[src/rtl/i2c_target_regfile.sv]
// I2C target with a byte-wide register file, auto-incrementing pointer and a local read port.
// Optional 3-sample majority glitch filter on SCL/SDA is enabled by defining I2C_GLITCH_FILTER_EN.
module i2c_target_regfile #(
   parameter logic [6:0]  TGT_ADDR = 7'h50,
   parameter int unsigned DEPTH    = 16,
   parameter int unsigned AW       = $clog2(DEPTH)
) (
   input  logic          clk,
   input  logic          rst,
   input  logic          scl_in,
   input  logic          sda_in,
   output logic          sda_oe,
   input  logic [AW-1:0] loc_addr,
   output logic [7:0]    loc_rdata,
   output logic          wr_stb,
   output logic [AW-1:0] wr_addr,
   output logic [7:0]    wr_data,
   output logic          busy,
   output logic          done,
   output logic          ack_err
);

   typedef enum logic [3:0] {
      StIdle, StAddr, StAddrAck, StPtr, StPtrAck, StWdata, StWdataAck, StRdata, StRdataAck, StWait
   } state_e;

   logic [1:0] scl_sync_q, sda_sync_q;
   logic       scl_s, sda_s, scl_h_q, sda_h_q;

   always_ff @(posedge clk) begin
      if (!rst) begin
         scl_sync_q <= 2'b11;
         sda_sync_q <= 2'b11;
         scl_h_q    <= 1'b1;
         sda_h_q    <= 1'b1;
      end else begin
         scl_sync_q <= {scl_sync_q[0], scl_in};
         sda_sync_q <= {sda_sync_q[0], sda_in};
         scl_h_q    <= scl_s;
         sda_h_q    <= sda_s;
      end
   end

`ifdef I2C_GLITCH_FILTER_EN
   logic [1:0] scl_p_q, sda_p_q;
   logic       scl_f_q, sda_f_q;

   // Majority of the current and two previous samples, registered: single-clk pulses vanish.
   always_ff @(posedge clk) begin
      if (!rst) begin
         scl_p_q <= 2'b11;
         sda_p_q <= 2'b11;
         scl_f_q <= 1'b1;
         sda_f_q <= 1'b1;
      end else begin
         scl_p_q <= {scl_p_q[0], scl_sync_q[1]};
         sda_p_q <= {sda_p_q[0], sda_sync_q[1]};
         scl_f_q <= (scl_sync_q[1] & scl_p_q[0]) | (scl_sync_q[1] & scl_p_q[1]) |
                    (scl_p_q[0] & scl_p_q[1]);
         sda_f_q <= (sda_sync_q[1] & sda_p_q[0]) | (sda_sync_q[1] & sda_p_q[1]) |
                    (sda_p_q[0] & sda_p_q[1]);
      end
   end

   assign scl_s = scl_f_q;
   assign sda_s = sda_f_q;
`else
   assign scl_s = scl_sync_q[1];
   assign sda_s = sda_sync_q[1];
`endif

   logic scl_rise, scl_fall, start_det, stop_det;
   assign scl_rise  = scl_s & ~scl_h_q;
   assign scl_fall  = ~scl_s & scl_h_q;
   assign start_det = scl_s & scl_h_q & sda_h_q & ~sda_s;
   assign stop_det  = scl_s & scl_h_q & ~sda_h_q & sda_s;

   state_e        state_q, state_d;
   logic [2:0]    cnt_q, cnt_d;
   logic [7:0]    sh_q, sh_d;
   logic [AW-1:0] ptr_q, ptr_d;
   logic          rw_q, rw_d;
   logic          ph_q, ph_d;
   logic          oe_q, oe_d;
   logic          busy_q, busy_d;
   logic          done_q, done_d;
   logic          err_q, err_d;
   logic          stb_q, stb_d;
   logic [AW-1:0] wa_q, wa_d;
   logic [7:0]    wd_q, wd_d;
   logic [7:0]    rx_byte;
   logic [7:0]    regs_q [DEPTH];

   assign rx_byte = {sh_q[6:0], sda_s};

   always_comb begin
      state_d = state_q;
      cnt_d   = cnt_q;
      sh_d    = sh_q;
      ptr_d   = ptr_q;
      rw_d    = rw_q;
      ph_d    = ph_q;
      oe_d    = oe_q;
      busy_d  = busy_q;
      done_d  = 1'b0;
      err_d   = 1'b0;
      stb_d   = 1'b0;
      wa_d    = wa_q;
      wd_d    = wd_q;
      if (stop_det) begin
         state_d = StIdle;
         oe_d    = 1'b0;
         busy_d  = 1'b0;
         done_d  = busy_q;
      end else if (start_det) begin
         state_d = StAddr;
         cnt_d   = 3'd0;
         oe_d    = 1'b0;
      end else begin
         unique case (state_q)
            StIdle: ;
            StAddr, StPtr, StWdata: begin
               if (scl_rise) begin
                  sh_d  = rx_byte;
                  cnt_d = cnt_q + 3'd1;
                  if (cnt_q == 3'd7) begin
                     ph_d = 1'b0;
                     if (state_q == StAddr) begin
                        if (rx_byte[7:1] == TGT_ADDR) begin
                           state_d = StAddrAck;
                           busy_d  = 1'b1;
                           rw_d    = rx_byte[0];
                        end else begin
                           state_d = StWait;
                        end
                     end else if (state_q == StPtr) begin
                        state_d = StPtrAck;
                        ptr_d   = rx_byte[AW-1:0];
                     end else begin
                        state_d = StWdataAck;
                        stb_d   = 1'b1;
                        wa_d    = ptr_q;
                        wd_d    = rx_byte;
                     end
                  end
               end
            end
            StAddrAck, StPtrAck, StWdataAck: begin
               // First fall drives the ACK, second fall ends the ACK slot.
               if (scl_fall) begin
                  if (!ph_q) begin
                     oe_d = 1'b1;
                     ph_d = 1'b1;
                  end else begin
                     oe_d  = 1'b0;
                     cnt_d = 3'd0;
                     if (state_q == StAddrAck && rw_q) begin
                        state_d = StRdata;
                        sh_d    = regs_q[ptr_q];
                        oe_d    = ~regs_q[ptr_q][7];
                     end else if (state_q == StAddrAck) begin
                        state_d = StPtr;
                     end else begin
                        state_d = StWdata;
                        if (state_q == StWdataAck) ptr_d = ptr_q + AW'(1);
                     end
                  end
               end
            end
            StRdata: begin
               if (scl_fall) begin
                  if (cnt_q == 3'd7) begin
                     oe_d    = 1'b0;
                     state_d = StRdataAck;
                     ph_d    = 1'b0;
                  end else begin
                     oe_d  = ~sh_q[6];
                     sh_d  = {sh_q[6:0], 1'b0};
                     cnt_d = cnt_q + 3'd1;
                  end
               end
            end
            StRdataAck: begin
               if (scl_rise && !ph_q) begin
                  if (!sda_s) begin
                     ptr_d = ptr_q + AW'(1);
                     ph_d  = 1'b1;
                  end else begin
                     err_d   = 1'b1;
                     state_d = StWait;
                  end
               end else if (scl_fall && ph_q) begin
                  state_d = StRdata;
                  cnt_d   = 3'd0;
                  sh_d    = regs_q[ptr_q];
                  oe_d    = ~regs_q[ptr_q][7];
               end
            end
            StWait: oe_d = 1'b0;
            default: begin
               state_d = StIdle;
               oe_d    = 1'b0;
            end
         endcase
      end
   end

   always_ff @(posedge clk) begin
      if (!rst) begin
         state_q <= StIdle;
         cnt_q   <= 3'd0;
         sh_q    <= 8'h00;
         ptr_q   <= '0;
         rw_q    <= 1'b0;
         ph_q    <= 1'b0;
         oe_q    <= 1'b0;
         busy_q  <= 1'b0;
         done_q  <= 1'b0;
         err_q   <= 1'b0;
         stb_q   <= 1'b0;
         wa_q    <= '0;
         wd_q    <= 8'h00;
      end else begin
         state_q <= state_d;
         cnt_q   <= cnt_d;
         sh_q    <= sh_d;
         ptr_q   <= ptr_d;
         rw_q    <= rw_d;
         ph_q    <= ph_d;
         oe_q    <= oe_d;
         busy_q  <= busy_d;
         done_q  <= done_d;
         err_q   <= err_d;
         stb_q   <= stb_d;
         wa_q    <= wa_d;
         wd_q    <= wd_d;
      end
   end

   always_ff @(posedge clk) begin
      if (!rst) begin
         for (int i = 0; i < int'(DEPTH); i++) regs_q[i] <= 8'h00;
      end else if (stb_d) begin
         regs_q[wa_d] <= wd_d;
      end
   end

   // Reset releases SDA immediately rather than at the next edge.
   assign sda_oe    = oe_q & rst;
   assign loc_rdata = regs_q[loc_addr];
   assign wr_stb    = stb_q;
   assign wr_addr   = wa_q;
   assign wr_data   = wd_q;
   assign busy      = busy_q;
   assign done      = done_q;
   assign ack_err   = err_q;

endmodule

[config.mk]
export PLATFORM = sky130hd
export DESIGN_NAME = i2c_target_regfile
export DESIGN_NICKNAME = d
export VERILOG_FILES = /design/src/rtl/i2c_target_regfile.sv
export SDC_FILE = /design/constraint.sdc
export NUM_CORES = 1
export LEC_CHECK = 0
export BUFFER_PORTS_ARGS = -buffer_cell sky130_fd_sc_hd__clkbuf_2
export CORE_MARGIN = 2
export CORE_UTILIZATION = 25
export DETAILED_ROUTE_END_ITERATION = 16
export PLACE_DENSITY = 0.4
export SETUP_SLACK_MARGIN = 0.05
export SYNTH_ARGS = -nofsm -noshare
export SYNTH_HDL_FRONTEND = slang
export SYNTH_SLANG_ARGS = --single-unit
[constraint.sdc]
create_clock -name clk -period 2.9 [get_ports clk]
set_input_delay 0.29 -clock clk [delete_from_list [all_inputs] [get_ports clk]]
set_output_delay 0.29 -clock clk [all_outputs]
set_load 0.03 [all_outputs]
==> results_dict.tcl, run 1 <==
set metrics [dict create \
    drc_errors 0 \
    cts_tree "yes" \
    initial_core_util 0.253 \
    status "complete, no violations" \
    hold_viol_final 0 \
    startpoint_type "flop" \
    grt_use_total 0.152 \
    insertion_delay_ns 0.45 \
    max_stage_delay_ns 0.42 \
    globalplace.congestion 0.791 \
    synthFlopType "edfxtp_1" \
    finalSetupTns_ns 0 \
    critical_path_class "flop to flop" \
    drtIter0Drc 574 \
    port-buffer-count 32 \
    arrival_ns 2.61 \
    cts_inserted_buffers 17 \
    endpoint_kind "flop" \
    slowest_stage "dfxtp_1" \
    dp_slack_ns 0.393 \
    holdBufCountCts 0 \
    vias 6183 \
    drt-total-wl_mm 28.1 \
    final_common_cell "nor2_1" \
    first_pass_iters 5 \
    yosys.cell_types.count 68 \
    ctsResizeCount 0 \
    drv_slew 0 \
    synth_nets 737 \
    crit_required_ns 3.02 \
    viasPerCell 4.99 \
    cts_max_level 4 \
    row_count 69 \
    leakage_nw 3.47 \
    cts.path.max_buffers 2 \
    die_width_um 194 \
    timing.final.ws_setup_ns 0.410 \
    fin_crit_sh 0.859 \
    cap_violations 0 \
    dp_hpwl_mm 20.2 \
    finalSetupViolCount 0 \
    post_cts_buffers 0 \
    finClkSkew_ns 0.0149 \
    async_flop_share 0 \
    core_area_mm2 0.0356 \
    slew_headroom 0.438 \
    powerDensity_mw_per_mm2 609 \
    layout-drive-gt1-share 0.272 \
    multiInputGateArea_mm2 0.00398 \
    area_growth_pct 16.3 \
    grt_antenna_before_repair 0 \
    dp_cells 1207 \
    die_height_um 194 \
    fmax_ghz 0.402 \
    fill_cells 3650 \
    hold_path_class "input port to flop" \
    final_cell_mix "159 x nor2_1, 128 x edfxtp_1, 67 x mux4_2, 49 x nand2_1, 45 x dfxtp_1" \
    grt_pass1_wl_mm 42.1 \
    regArea_mm2 0.00479 \
    synth_edf_count 128 \
    crit_buf_inv 0 \
    cts-root-buf "clkbuf_16" \
    ant_nets 0 \
    ys_seq_area_frac 0.531 \
    tightestPinTransition_ns 0.843 \
    avgSynthCellArea_um2 12.4 \
    clk_pin_slew_ns 0.07 \
    ys_ff_latch 175 \
    grt_setup_unrepaired "no" \
    dieArea_mm2 0.0376 \
    grt.overflow.total 0 \
    ys_warn_count 0 \
    wl_per_cell_um 22.7 \
    synthCells 726 \
    cp_max_fo 9 \
    fin_nets 776 \
    n_antenna_cell 0 \
    ir_drop_mv 0.390 \
    cp_top_family "simple AND/OR/NAND/NOR gates" \
    cts_num_sinks 175 \
    worstPathCellList "nor2b_1, nand4_4, nor3_4, nand4b_2, nand2_1" \
    grt_pass1_vias 6160 \
    final.min_clock_period_ns 2.49 \
    grt_max_degree 41 \
    instances_no_fill 1238 \
    netlist_area_mm2 0.00901 \
    ios 33 \
]
## cell families after synthesis
group	Yosys count	share of synthesized area
adder cells (fa/ha/maj)	3	0.00416
flip-flops	175	0.531
AND/OR/NAND/NOR	286	0.145
AO/OA/AOI/OAI	90	0.0755
buffers and inverters	65	0.0314
multiplexers	106	0.212
XOR/XNOR	1	0.000972
## state kept, by name, indices dropped and copies added (netlist names), 2 cells and up, named ones only
| register | count |
|---|---|
| regs_q | 128 |
| state_q | 4 |
| sh_q | 7 |
| scl_sync_q | 2 |
| sda_sync_q | 2 |
| cnt_q | 3 |
| ptr_q | 4 |
| wr_data | 8 |
| wr_addr | 4 |
## final cells by class
type                            count  area share
Tap cell                          461      0.0550
Sequential cell                   175       0.457
Inverter                            9     0.00322
Clock buffer                       21      0.0420
Clock inverter                     10      0.0124
Timing Repair Buffer               76      0.0515
Multi-Input combinational cell    486       0.379
## per-layer routing
| metal | up-vias | wire (um) | track usage |
|---|---|---|---|
| met3 | 13 | 828 | 0.0231 |
| met4 | 0 | 199 | 0.0320 |
| met1 | 3197 | 13500 | 0.214 |
| li1 | 2842 | - | - |
| met5 | - | 0 | 0 |
| met2 | 131 | 13600 | 0.247 |
## synth_stat cells, types with 3 or more instances
cell | number | area [um2]
o311a_1 | 3 | 30.0
ha_1 | 3 | 37.5
nor3b_1 | 5 | 37.5
nor2_1 | 159 | 597
dfxtp_1 | 47 | 941
mux4_2 | 67 | 1510
nor2b_1 | 6 | 37.5
nand2_1 | 49 | 184
o31ai_1 | 3 | 22.5
o311ai_0 | 3 | 26.3
inv_1 | 8 | 30.0
a21boi_0 | 3 | 22.5
buf_2 | 13 | 65.1
clkbuf_1 | 35 | 131
o2111ai_1 | 3 | 26.3
a221oi_1 | 3 | 26.3
edfxtp_1 | 128 | 3840
a211oi_2 | 7 | 87.6
buf_1 | 5 | 18.8
mux2i_1 | 30 | 300
o21ai_0 | 8 | 40.0
nor3_1 | 13 | 65.1
a211oi_1 | 5 | 37.5
buf_6 | 3 | 33.8
mux2_2 | 9 | 101
nand3_1 | 13 | 65.1
and3_1 | 4 | 25.0
o21a_1 | 3 | 22.5
nand4_1 | 6 | 37.5
nand2b_1 | 5 | 31.3
a31oi_1 | 12 | 75.1
a21oi_1 | 16 | 80.1
nor4_1 | 4 | 25.0
## worst paths after layout
path            startpoint             to  slack [ns]  cells after the start
min reg2reg  sda_sync_q[0]  sda_sync_q[1]        0.41                      1
max          scl_sync_q[1]   regs_q[6][2]        0.41                      5
min                 sda_in  sda_sync_q[0]        0.03                      2
max reg2reg  scl_sync_q[1]   regs_q[6][2]        0.41                      5
## report_power, final
part           switching, W  internal, W  leakage (nW)  total [W]
logic              0.000714     0.000454          1.51    0.00117
clock network       0.00105      0.00128         0.271    0.00233
registers         0.0000931      0.00279          1.69    0.00288
## stage by stage
step           hold WS, ns  utilization  power, W  instance area [um2]
3_5_place_dp         0.401        0.279   0.00410                 9920
2_1_floorplan        0.386            -   0.00378                 9010
4_1_cts            0.00464        0.295   0.00643                10500
3_3_place_gp         0.398        0.279   0.00410                 9920
5_1_grt             0.0407        0.295   0.00664                10500
6_report            0.0258        0.295   0.00638                10500
(Power assumes the default switching activity.)
==> run 2: changes to the inputs <==
--- a/config.mk
+++ b/config.mk
@@ -7,9 +7,9 @@
 export LEC_CHECK = 0
 export BUFFER_PORTS_ARGS = -buffer_cell sky130_fd_sc_hd__clkbuf_2
 export CORE_MARGIN = 2
-export CORE_UTILIZATION = 25
+export CORE_UTILIZATION = 40
 export DETAILED_ROUTE_END_ITERATION = 16
-export PLACE_DENSITY = 0.4
+export PLACE_DENSITY = 0.57
 export SETUP_SLACK_MARGIN = 0.05
 export SYNTH_ARGS = -nofsm -noshare
 export SYNTH_HDL_FRONTEND = slang
==> run 2 against run 1 <==
Against the previous run:
- total power is 1.2% lower
- final area is 2.4% lower
- critical path depth stayed put
- largest power group unchanged
- critical path type unchanged
- via count is 5.3% higher
- combinational power is 3% lower
- clock-buffer cell count is 4 lower
- die area is 37% lower
- register-to-register slack better by 0.03 ns
- sequential power hardly changed
- routed wire length is 8.4% lower
- maximum frequency is 1.1% higher
==> results_dict.tcl, run 2 (synthesized netlist as in run 1, its figures left out) <==
set metrics [dict create \
    status "complete, no violations" \
    post_cts_buffers 0 \
    finalSetupViolCount 0 \
    port-buffer-count 32 \
    switchingPower_w 0.00185 \
    cts_inserted_buffers 17 \
    grt_use_total 0.224 \
    grt.overflow.total 0 \
    first_pass_iters 6 \
    critical_path_class "flop to flop" \
    hold_path_startpoint "sda_in" \
    cts_num_sinks 175 \
    arrival_ns 2.56 \
    p_comb_frac 0.179 \
    clk_pin_slew_ns 0.07 \
    n_antenna_cell 0 \
    startpoint_type "flop" \
    drc_errors 0 \
    holdBufCountCts 0 \
    min_path_cells 2 \
    viasPerCell 6.15 \
    stdcell_area_mm2 0.0102 \
    die_width_um 154 \
    grt_setup_unrepaired "no" \
    hold_path_class "input port to flop" \
    cap_violations 0 \
    ctsResizeCount 0 \
    ir_drop_mv 0.422 \
    globalplace.congestion 0.948 \
    largest_reg_flops 128 \
    internal-power_w 0.00445 \
    leakage_nw 3.51 \
    vias 6508 \
    wl_per_cell_um 24.3 \
    final_common_cell "nor2_1" \
    seqPwrFrac 0.459 \
    timing.hold.ws_ns 0.0308 \
    regArea_mm2 0.00479 \
    met1_usage 0.306 \
    fill_cells 1931 \
    grt_max_degree 41 \
    gr-usage-met2 0.362 \
    fin_nets 777 \
    ant_nets 0 \
    slew_headroom 0.352 \
    hold_viol_final 0 \
    r2r_cells 5 \
    fin_crit_sh 0.849 \
    die_height_um 154 \
    ff2ff_setup_slack_ns 0.44 \
    drtIter0Drc 736 \
    area_growth_pct 13.6 \
    sw_frac_of_total 0.294 \
    tightestPinTransition_ns 0.965 \
    multiInputGateArea_mm2 0.00396 \
    busiest_layer "met2" \
    final.min_clock_period_ns 2.46 \
    row_count 54 \
    drv_slew 0 \
    grt_pass1_wl_mm 39.2 \
    grtUsageMet3 0.0434 \
    finalSetupTns_ns 0 \
    cts_max_level 4 \
    place_area_mm2 0.00967 \
    top_register "regs_q" \
    powerDensity_mw_per_mm2 616 \
    endpoint_kind "flop" \
    grt_pass1_vias 6325 \
    grt_antenna_before_repair 0 \
    initial_core_util 0.411 \
    cts.path.max_buffers 2 \
    timing.rr.end "regs_q[3][1]" \
    core_area_mm2 0.0220 \
    power_w 0.00630 \
    cts_tree "yes" \
    crit_required_ns 3.00 \
    final_cell_mix "159 x nor2_1, 128 x edfxtp_1, 67 x mux4_2, 49 x nand2_1, 45 x dfxtp_1" \
    cp_max_fo 9 \
    cts-root-buf "clkbuf_16" \
    insertion_delay_ns 0.44 \
    hold_end "sda_sync_q[0]" \
    ios 33 \
    fmax_ghz 0.406 \
    finClkSkew_ns 0.0119 \
    layout-drive-gt1-share 0.271 \
    dieArea_mm2 0.0238 \
    drt-total-wl_mm 25.7 \
    p_clk_frac 0.362 \
    r2r-start "scl_sync_q[1]" \
    dp_hpwl_mm 18.7 \
]
-- run 2: critical path, cell delays in order, from the launching register on --
cell	delay, ns
dfxtp_1	0.42
nor2b_1	0.41
nand3_1	0.23
nor4_1	0.39
nand2_1	0.31
nand2_1	0.36
-- run 2: metrics by stage --
step,util,setup slack (ns),instances
final,0.466,0.438,1059
after global routing,0.466,0.240,1059
after CTS,0.466,0.455,1059
after detailed placement,0.440,0.488,1027
after global placement,0.440,0.499,1027
after floorplan,-,0.469,726
-- run 2: worst max-delay path by stage --
| stage | start | end | depth (start not counted) |
|---|---|---|---|
| 6_report | scl_sync_q[1] | regs_q[3][1] | 5 |
| 3_3_place_gp | cnt_q[0] | regs_q[11][0] | 6 |
| 4_1_cts | cnt_q[0] | regs_q[3][1] | 6 |
| 3_5_place_dp | sda_sync_q[1] | regs_q[3][4] | 5 |
| 5_1_grt | cnt_q[0] | regs_q[3][3] | 6 |
| 2_1_floorplan | cnt_q[0] | regs_q[12][0] | 8 |
-- run 2: layer usage --
layer	vias to the layer above	routed length, um
met3	42	1810
met1	3292	10700
met4	0	727
li1	2844	-
met5	-	0
met2	330	12500
-- run 2: power groups by stage --
stage / combinational (W) / sequential, W / clock, W
6_report: 0.00113 / 0.00289 / 0.00228
5_1_grt: 0.00123 / 0.00290 / 0.00241
4_1_cts: 0.00112 / 0.00289 / 0.00230
3_5_place_dp: 0.00111 / 0.00294 / 0
3_3_place_gp: 0.00111 / 0.00294 / 0
2_1_floorplan: 0.000891 / 0.00289 / 0
-- run 2: layout make-up --
cell class                 instances  area share
sequential                       175       0.467
multi-input combinational        486       0.387
timing repair buffer              77      0.0523
clock buffer                      17      0.0415
tap                              280      0.0342
clock inverter                    15      0.0145
inverter                           9     0.00330
